### src/rtl/md_sched_pkg.sv
// ----------------------------------------------------------------------------
// md_sched_pkg
// Shared definitions for the multiply/divide issue scoreboard:
//   REG_W        register index width
//   MUL_LAT_DEF  default issue-to-writeback latency of a multiply
//   DIV_LAT_DEF  default issue-to-writeback latency of a divide
//   CNT_W        width of a slot's remaining-latency counter
//   slot_t       one in-flight op: valid, destination, op kind, cycles left
// ----------------------------------------------------------------------------
package md_sched_pkg;

  localparam int REG_W       = 5;
  localparam int MUL_LAT_DEF = 16;
  localparam int DIV_LAT_DEF = 16;

  function automatic int max_lat(input int a, input int b);
    return (a > b) ? a : b;
  endfunction

  localparam int MAX_LAT = max_lat(MUL_LAT_DEF, DIV_LAT_DEF);

  // The counter holds LAT-1 down to 0, so it never needs to represent LAT.
  localparam int CNT_W = $clog2(MAX_LAT);

  typedef struct packed {
    logic             valid;
    logic [REG_W-1:0] rd;
    logic             is_div;
    logic [CNT_W-1:0] count;
  } slot_t;

endpackage

### src/rtl/md_wb_reservation.sv
// ----------------------------------------------------------------------------
// md_wb_reservation
// Tracks which future cycles already own the md side of the regfile write
// port. Bit i of the vector means "an md result writes back i cycles from
// now". The vector shifts down every cycle; a set for latency L lands in bit
// L-1 after the shift, which is exactly L cycles after the issuing cycle.
// Ports:
//   clock, reset  rising-edge clock, synchronous active-high clear
//   set_en        reserve the slot for an op accepted this cycle
//   lat           latency of the op being queried / reserved
//   busy          the writeback cycle for 'lat' is already taken
// ----------------------------------------------------------------------------
module md_wb_reservation #(
  parameter int RES_W = 16,
  parameter int LAT_W = 5
) (
  input  logic             clock,
  input  logic             reset,
  input  logic             set_en,
  input  logic [LAT_W-1:0] lat,
  output logic             busy
);

  logic [RES_W-1:0] res_q;
  logic [RES_W-1:0] res_d;

  // A latency equal to RES_W targets a cycle beyond the window, which no
  // earlier op can have claimed, so it is always free.
  always_comb begin
    busy = 1'b0;
    for (int i = 0; i < RES_W; i++) begin
      if (lat == LAT_W'(i)) busy = res_q[i];
    end
  end

  always_comb begin
    res_d = {1'b0, res_q[RES_W-1:1]};
    for (int i = 0; i < RES_W; i++) begin
      if (set_en && (lat == LAT_W'(i + 1))) res_d[i] = 1'b1;
    end
  end

  always_ff @(posedge clock) begin
    if (reset) res_q <= '0;
    else       res_q <= res_d;
  end

endmodule

### src/rtl/md_issue_scoreboard.sv
// ----------------------------------------------------------------------------
// md_issue_scoreboard
// Issue/hazard/writeback scheduler for the multiply/divide unit beside the
// 5-stage core. Tracks up to SLOTS in-flight ops, stalls D on RAW/WAW against
// their destinations, and shares the single regfile write port with main W.
// Optional feature macro: MD_EXC_STATUS_EN (md exception -> status_we).
// Ports:
//   clock, reset                      clock, synchronous active-high clear
//   issue_valid/is_div/rd, flush      X-stage md issue and redirect
//   issue_ready                       issue accepted this cycle
//   d_rs/d_rt/d_uses_rs/d_uses_rt     D-stage source operands
//   d_rd/d_writes                     D-stage destination
//   hazard_stall                      hold F/D, bubble into X
//   w_valid / w_hold                  main W write request / retry
//   md_exc                            md exception flag on completion
//   wb_en/wb_sel_md/wb_rd             regfile write port control
//   status_we                         status register write on md exception
// ----------------------------------------------------------------------------
module md_issue_scoreboard
  import md_sched_pkg::*;
#(
  parameter int SLOTS   = 4,
  parameter int MUL_LAT = MUL_LAT_DEF,
  parameter int DIV_LAT = DIV_LAT_DEF
) (
  input  logic             clock,
  input  logic             reset,
  input  logic             issue_valid,
  input  logic             issue_is_div,
  input  logic [REG_W-1:0] issue_rd,
  input  logic             flush,
  output logic             issue_ready,
  input  logic [REG_W-1:0] d_rs,
  input  logic [REG_W-1:0] d_rt,
  input  logic             d_uses_rs,
  input  logic             d_uses_rt,
  input  logic [REG_W-1:0] d_rd,
  input  logic             d_writes,
  output logic             hazard_stall,
  input  logic             w_valid,
  output logic             w_hold,
  input  logic             md_exc,
  output logic             wb_en,
  output logic             wb_sel_md,
  output logic [REG_W-1:0] wb_rd,
  output logic             status_we
);

  localparam int RES_W = (MUL_LAT > DIV_LAT) ? MUL_LAT : DIV_LAT;
  localparam int LAT_W = $clog2(RES_W + 1);
  localparam int IDX_W = (SLOTS > 1) ? $clog2(SLOTS) : 1;

  slot_t            slots_q [SLOTS];
  slot_t            slots_d [SLOTS];
  logic [SLOTS-1:0] slot_done;
  logic             cmp_any;
  logic [REG_W-1:0] cmp_rd;
  logic             free_found;
  logic [IDX_W-1:0] free_idx;
  logic [LAT_W-1:0] issue_lat;
  logic             res_busy;
  logic             accept;
  logic             rs_hit;
  logic             rt_hit;
  logic             rd_hit;
  logic             md_wb;
  logic [SLOTS-1:0] unused_is_div;

  // rd==0 never produces a write, so it can never be a hazard source.
  function automatic logic pend_match(input logic             pend,
                                      input logic [REG_W-1:0] pend_rd,
                                      input logic [REG_W-1:0] src);
    return pend && (pend_rd != '0) && (pend_rd == src);
  endfunction

  assign issue_lat = issue_is_div ? LAT_W'(DIV_LAT) : LAT_W'(MUL_LAT);

  // Completion scan and free-slot search. The reservation vector guarantees
  // at most one slot reaches count 0 in any cycle. A completing slot counts
  // as free so it can be re-allocated in the same cycle.
  always_comb begin
    cmp_any       = 1'b0;
    cmp_rd        = '0;
    free_found    = 1'b0;
    free_idx      = '0;
    slot_done     = '0;
    unused_is_div = '0;
    for (int i = 0; i < SLOTS; i++) begin
      unused_is_div[i] = slots_q[i].is_div;
      slot_done[i]     = slots_q[i].valid && (slots_q[i].count == '0);
      if (slot_done[i]) begin
        cmp_any = 1'b1;
        cmp_rd  = slots_q[i].rd;
      end
      if (!free_found && (!slots_q[i].valid || slot_done[i])) begin
        free_found = 1'b1;
        free_idx   = IDX_W'(i);
      end
    end
  end

  md_wb_reservation #(
    .RES_W (RES_W),
    .LAT_W (LAT_W)
  ) u_res (
    .clock  (clock),
    .reset  (reset),
    .set_en (accept),
    .lat    (issue_lat),
    .busy   (res_busy)
  );

  assign accept      = issue_valid && !flush && free_found && !res_busy;
  assign issue_ready = accept;

  always_comb begin
    for (int i = 0; i < SLOTS; i++) begin
      slots_d[i] = slots_q[i];
      if (slot_done[i])          slots_d[i].valid = 1'b0;
      else if (slots_q[i].valid) slots_d[i].count = slots_q[i].count - 1'b1;
      if (accept && (free_idx == IDX_W'(i))) begin
        slots_d[i].valid  = 1'b1;
        slots_d[i].rd     = issue_rd;
        slots_d[i].is_div = issue_is_div;
        slots_d[i].count  = CNT_W'(issue_lat - 1'b1);
      end
    end
  end

  // Completing slots are excluded: the regfile writes on the falling edge,
  // so D already reads the fresh value this cycle.
  always_comb begin
    rs_hit = pend_match(accept, issue_rd, d_rs);
    rt_hit = pend_match(accept, issue_rd, d_rt);
    rd_hit = pend_match(accept, issue_rd, d_rd);
    for (int i = 0; i < SLOTS; i++) begin
      rs_hit |= pend_match(slots_q[i].valid && !slot_done[i], slots_q[i].rd, d_rs);
      rt_hit |= pend_match(slots_q[i].valid && !slot_done[i], slots_q[i].rd, d_rt);
      rd_hit |= pend_match(slots_q[i].valid && !slot_done[i], slots_q[i].rd, d_rd);
    end
  end

  assign hazard_stall = (d_uses_rs && (d_rs != '0) && rs_hit) ||
                        (d_uses_rt && (d_rt != '0) && rt_hit) ||
                        (d_writes  && (d_rd != '0) && rd_hit);

  // md completions own the port; main W is held and retries next cycle.
  // When main W writes, its rd comes from the external mux, so wb_rd is 0.
  assign md_wb     = cmp_any && (cmp_rd != '0);
  assign wb_en     = md_wb || w_valid;
  assign wb_sel_md = md_wb;
  assign wb_rd     = md_wb ? cmp_rd : '0;
  assign w_hold    = md_wb && w_valid;

`ifdef MD_EXC_STATUS_EN
  assign status_we = cmp_any && md_exc;
`else
  logic unused_md_exc;
  assign unused_md_exc = md_exc;
  assign status_we     = 1'b0;
`endif

  always_ff @(posedge clock) begin
    for (int i = 0; i < SLOTS; i++) begin
      if (reset) slots_q[i] <= '0;
      else       slots_q[i] <= slots_d[i];
    end
  end

endmodule

### config.mk
export PLATFORM = sky130hd
export DESIGN_NAME = md_issue_scoreboard
export DESIGN_NICKNAME = d
export VERILOG_FILES = /design/src/rtl/md_sched_pkg.sv /design/src/rtl/md_wb_reservation.sv /design/src/rtl/md_issue_scoreboard.sv
export SDC_FILE = /design/constraint.sdc
export NUM_CORES = 1
export LEC_CHECK = 0
export ABC_AREA = 0
export CAP_MARGIN = 40
export CORE_MARGIN = 4
export CORE_UTILIZATION = 52
export CTS_BUF_LIST = sky130_fd_sc_hd__clkbuf_8 sky130_fd_sc_hd__clkbuf_16
export DETAILED_ROUTE_END_ITERATION = 8
export PLACE_DENSITY = 0.77
export SKIP_CTS_REPAIR_TIMING = 1
export SLEW_MARGIN = 20
export SYNTH_ARGS = -nofsm -noshare
export SYNTH_HDL_FRONTEND = slang
export SYNTH_HIERARCHICAL = 1
export SYNTH_SLANG_ARGS = --single-unit
### constraint.sdc
create_clock -name clock -period 2.3 [get_ports clock]
set_input_delay 0.46 -clock clock [delete_from_list [all_inputs] [get_ports clock]]
set_output_delay 0.46 -clock clock [all_outputs]
set_load 0.02 [all_outputs]
==> flow_metrics.py, run 1 <==
metrics = {
    "run_status": {
        "status": "finished, violations left",
        "violations": "setup timing",
    },
    "global_route": {
        "antenna_found_initial": 0,
        "globalRouteOverflowTotal": 0,
        "track_usage": 0.2683,
        "grt_max_degree": 36,
        "grt_pass1_vias": 3739,
        "grt_pass1_wl_mm": 18.39,
    },
    "worst_setup_path": {
        "crit_required_ns": 1.84,
        "end_kind": "output port",
        "path_delay_family": "simple AND/OR/NAND/NOR gates",
        "critPathBufInv": 1,
        "cpMostUsedCell": "or4_4",
        "start_kind": "register",
        "cp_slowest_stage_delay_ns": 0.55,
        "path_class": "reg -> out",
        "critPathSlowestCell": "or4_4",
        "critPathMaxFanout": 3,
        "path_cells": "or4_4 > o211ai_4 > nor4_1 > or4_4 > a21oi_2 > o221ai_2 > buf_4",
        "crit_arrival_ns": 2.53,
    },
    "logic_synthesis": {
        "synthCells": 467,
        "synth.distinct_cells": 50,
        "synth_warnings": 6,
        "yosys.area_share.simple": 0.2194,
        "synth_seq_area_share": 0.2993,
        "synth.avg_cell_area_um2": 8.022,
        "synth_top_family_by_area": "simple AND/OR/NAND/NOR gates",
        "netlist_top_cells_area": "dfxtp_1 (30%), xnor2_1 (11%), xor2_1 (7.5%)",
        "synth_xor_area_frac": 0.1894,
        "async_reset_ff_frac": 0,
        "synthFlopType": "dfxtp_1",
        "synthMuxAreaShare": 0.04876,
        "yosysTopAreaCell": "dfxtp_1",
        "synth_edf_count": 0,
        "synth_fa_ha_area_frac": 0.01670,
        "synth-compound-area-share": 0.1483,
        "syn_area_um2": 3746,
        "synth_seq_cells": 56,
        "yosys.area.top_type_share": 0.2993,
    },
    "clock_tree": {
        "cts_root_buf": "clkbuf_8",
        "htree_levels": 2,
        "path_clk_slew_ns": 0.12,
        "cts_made_buffers": 5,
        "tritoncts": "built",
        "clock_path_buffers": 2,
        "cts.sinks": 56,
        "insertion_delay_ns": 0.33,
    },
    "sta": {
        "tns_ns": -4.467,
        "setup_viol_count_final": 10,
        "layout_min_cycle_time_ns": 2.994,
        "fmax_mhz": 334.0,
        "fin_ws_ns": -0.6936,
        "min_period_over_period": 1.302,
        "hold_viol": 0,
        "finClkSkew_ns": 0.01208,
        "slew_violations": 0,
        "rsz0062_at_grt": "yes",
    },
    "floorplan": {
        "rows": 30,
        "die_width_um": 92.88,
        "dieArea_um2": 8626,
        "fp.dieH_um": 92.88,
        "pin_count": 41,
        "coreArea_um2": 6907,
        "start_util": 0.5424,
    },
    "final_layout": {
        "nets": 616,
        "final_cell_mix": "buf_4 (100), xnor2_1 (49), nor2_1 (47), dfxtp_1 (47), a21oi_1 (35)",
        "layout_commonest_cell": "buf_4",
        "stdcell_count": 678,
        "drive_gt1_frac": 0.3247,
        "fill_cells": 521,
        "syn2layout_area_growth_pct": 42.48,
        "utilization": 0.7728,
        "n_antenna_cell": 0,
    },
    "placement": {
        "preCtsSetupSlack_ns": -0.9108,
        "place_inst": 661,
        "hpwl_mm": 8.600,
        "gp_congestion": 0.9692,
        "port_buffers": 37,
    },
    "routing": {
        "drt-wirelength-per-cell_um": 17.26,
        "viasPerCell": 5.652,
        "drt_iter0_drc": 245,
        "routed_wirelength_mm": 11.70,
        "vias": 3832,
        "antenna_left": 0,
        "drc": 0,
        "drtPass1Iterations": 5,
    },
    "pwr": {
        "p_per_area_nw_per_um2": 385.6,
        "peakVddDrop_uv": 321.3,
        "power.leakage_nw": 2.210,
    },
    "worst_hold_path": {
        "hold_path_class": "reg -> reg",
    },
    "flow_run": {
        "maxCapViolations": 0,
    },
}
## report_power, final
group	switching (mW)	total (mW)	internal, mW
sequential	0.0140	1.00	0.989
combinational	0.239	0.476	0.237
clock	0.355	0.579	0.225
## synthesized netlist by cell type (all sizes together) (11+ instances only)
library cell   n
nand2         22
a21oi         38
xor2          32
nor2          50
nand3         23
clkbuf        41
dfxtp         56
buf           13
mux2i         13
nor3          12
xnor2         49
inv           13
or4           11
nor4          13
## logic make-up after synthesis
family	count (synthesis)
and+or+nand+nor	157
AOI/OAI and AO/OA	84
xor gates and xnor gates	81
buffers and inverters	67
DFF	56
muxes	15
adders and majority gates	5
other	2
## final timing paths
kind / start / end / slack, ns / cells past startpoint
worst max-delay path: slots_q[0][9] / hazard_stall / -0.69 / 7
worst max register to register: slots_q[0][0] / slots_q[2][5] / 0.18 / 9
worst min-delay path: u_res/res_q[9] / u_res/res_q[8] / 0.47 / 2
worst min register to register: u_res/res_q[9] / u_res/res_q[8] / 0.47 / 2
## sequential cells by signal (all words and copies together) (netlist names)
name,cells
slots_q,40
u_res/res_q,16
## cell type report
| cell class | instances | area, um2 | area share |
|---|---|---|---|
| clock buffer | 5 | 68.82 | 0.01289 |
| clock inverter | 3 | 27.53 | 0.005157 |
| inverter | 13 | 51.30 | 0.009611 |
| multi-input combinational | 363 | 2726 | 0.5108 |
| sequential | 56 | 1132 | 0.2121 |
| tap | 96 | 120.1 | 0.02250 |
| timing repair buffer | 142 | 1211 | 0.2269 |
## per-layer routing
metal | part of all wire | global-route usage | routed length (um)
met1 | 0.42 | 0.3395 | 4927
met2 | 0.49 | 0.4595 | 5679
met3 | 0.063 | 0.03981 | 742
met4 | 0.030 | 0.1001 | 355
met5 | 0 | 0 | 0
## tightest hold or removal path, stage by stage, from the launching register on
cell	delay, ns
dfxtp_1	0.34
a21oi_1	0.04
nor2_1	0.06
## per-stage QoR
step / power, mW / hold slack (ns) / instance area, um2
final: 2.058 / 0.4703 / 5338
after CTS: 2.025 / 0.4810 / 5079
after floorplan: 1.299 / 0.4284 / 3986
after detailed placement: 1.464 / 0.4571 / 4982
after global placement: 1.452 / 0.4420 / 4982
after global routing: 2.150 / 0.5185 / 5338
(Power assumes the default switching activity.)
==> inputs of run 2 (changes only) <==
TNS_END_PERCENT = 5   (was not set)
==> run 2 against run 1 <==
The run still ends with setup timing left; flip-flop and latch count unchanged; critical path depth stayed put; fmax grew 0.60%; core utilization decreased by 3.3 points; clock skew decreased by 0.0064 ns; first-iteration DRC count is 6.1% lower.
==> flow_metrics.py, run 2 (synthesis results as in run 1) <==
metrics = {
    "routing": {
        "drc": 0,
        "viasPerCell": 5.627,
        "routed_wirelength_mm": 11.38,
        "vias": 3736,
        "wl_met3_um": 800,
        "drtPass1Iterations": 5,
        "wl_met2_mm": 5.445,
        "highest_layer": "met4",
        "antenna_left": 0,
        "drt_iter0_drc": 230,
        "wl_met1_mm": 4.943,
        "drt-wirelength-per-cell_um": 17.14,
    },
    "worst_setup_path": {
        "path_cells": "or4_4 > o211ai_4 > nor4_1 > or4_1 > a21oi_2 > o221ai_2 > buf_4",
        "crit_arrival_ns": 2.52,
        "path_class": "reg -> out",
        "path_delay_family": "simple AND/OR/NAND/NOR gates",
        "critPathBufInv": 1,
        "crit_required_ns": 1.84,
        "critPathSlowestCell": "or4_4",
        "critPathMaxFanout": 3,
        "end_kind": "output port",
        "start_kind": "register",
        "cp_slowest_stage_delay_ns": 0.55,
    },
    "clock_tree": {
        "insertion_delay_ns": 0.31,
        "htree_levels": 2,
        "clock_path_buffers": 2,
        "cts_root_buf": "clkbuf_8",
        "path_clk_slew_ns": 0.09,
        "cts.sinks": 56,
        "tritoncts": "built",
        "cts_made_buffers": 5,
    },
    "floorplan": {
        "pin_count": 41,
        "rows": 30,
        "fp.dieH_um": 92.88,
        "coreArea_um2": 6907,
        "die_width_um": 92.88,
        "start_util": 0.5424,
        "dieArea_um2": 8626,
    },
    "pwr": {
        "p_per_area_nw_per_um2": 391.0,
        "power.leakage_nw": 2.108,
        "peakVddDrop_uv": 305.3,
    },
    "placement": {
        "placed_cell_area_um2": 4917,
        "gp_congestion": 1.002,
        "place_inst": 656,
        "hpwl_mm": 8.716,
        "preCtsSetupSlack_ns": -0.9113,
        "port_buffers": 37,
    },
    "worst_hold_path": {
        "hold_path_class": "reg -> reg",
    },
    "global_route": {
        "globalRouteOverflowTotal": 0,
        "grt_pass1_wl_mm": 17.94,
        "grt_pass1_vias": 3707,
        "antenna_found_initial": 0,
        "grt_max_degree": 35,
        "track_usage": 0.2646,
    },
    "sta": {
        "finClkSkew_ns": 0.005635,
        "hold_viol": 0,
        "layout_min_cycle_time_ns": 2.976,
        "rsz0062_at_grt": "yes",
        "relSlewSlack": 0.5813,
        "fmax_mhz": 336.0,
        "slew_violations": 0,
        "setup_viol_count_final": 10,
        "tightest_slew_ns": 0.6281,
        "min_period_over_period": 1.294,
        "fin_ws_ns": -0.6758,
    },
    "final_layout": {
        "layout_commonest_cell": "buf_4",
        "syn2layout_area_growth_pct": 36.41,
        "utilization": 0.7399,
        "top_register": "slots_q",
        "n_antenna_cell": 0,
        "postLayoutCellArea_um2": 5110,
        "drive_gt1_frac": 0.2799,
        "stdcell_count": 664,
        "fill_cells": 544,
        "largest_reg_flops": 40,
        "top_regs": "slots_q x40, u_res/res_q x16",
        "final_cell_mix": "buf_4 (93), dfxtp_1 (51), xnor2_1 (49)",
        "nets": 602,
    },
    "run_status": {
        "status": "finished, violations left",
        "violations": "setup timing",
    },
    "flow_run": {
        "maxCapViolations": 0,
    },
}
run 2: cell types whose count changed in the layout (fill, tap and decap cells not counted), moves of 4 or more:
cell / previous run / this run
buf_4: 100 / 93
buf_6: 12 / 6
dfxtp_1: 47 / 51
dfxtp_2: 9 / 5
inv_1: 6 / 10
run 2: cell type report:
class / count / area [um2] / share of cell area
repair buffers: 128 / 1064 / 0.2081
clock buffers: 5 / 68.82 / 0.01347
flip-flops and latches: 56 / 1127 / 0.2206
well taps: 96 / 120.1 / 0.02351
inverters: 13 / 48.80 / 0.009549
clock inverters: 3 / 20.02 / 0.003918
multi-input cells: 363 / 2661 / 0.5208
run 2: power by group:
part	total, mW	switching [mW]	internal, mW
clock network	0.528	0.316	0.213
logic	0.466	0.232	0.234
registers	1.00	0.0151	0.988
total	2.00	0.563	1.43
run 2: worst min-delay path, cell delays in order, from the launching register on:
cell	delay, ns
dfxtp_1	0.33
a21oi_1	0.04
nor2_1	0.07
run 2: worst paths after layout:
check,from,end,slack (ns),depth (start not counted)
hold / removal,u_res/res_q[9],u_res/res_q[8],0.47,2
setup / recovery,slots_q[3][9],hazard_stall,-0.68,7
setup reg to reg,slots_q[2][1],u_res/res_q[15],0.25,10
hold reg to reg,u_res/res_q[9],u_res/res_q[8],0.47,2
run 2: layer usage:
metal,vias up,track usage
li1,1795,-
met3,23,0.04305
met1,1777,0.3460
met5,-,0
met2,141,0.4517
met4,0,0.06838
run 2: metrics by stage:
step	hold WS, ns	total power [mW]	TNS (ns)
after detailed placement	0.4552	1.468	-7.277
after global routing	0.5118	2.091	-4.976
after floorplan	0.4284	1.299	-0.6910
after global placement	0.4365	1.455	-6.514
after CTS	0.4777	1.985	-9.036
final	0.4712	1.998	-4.050
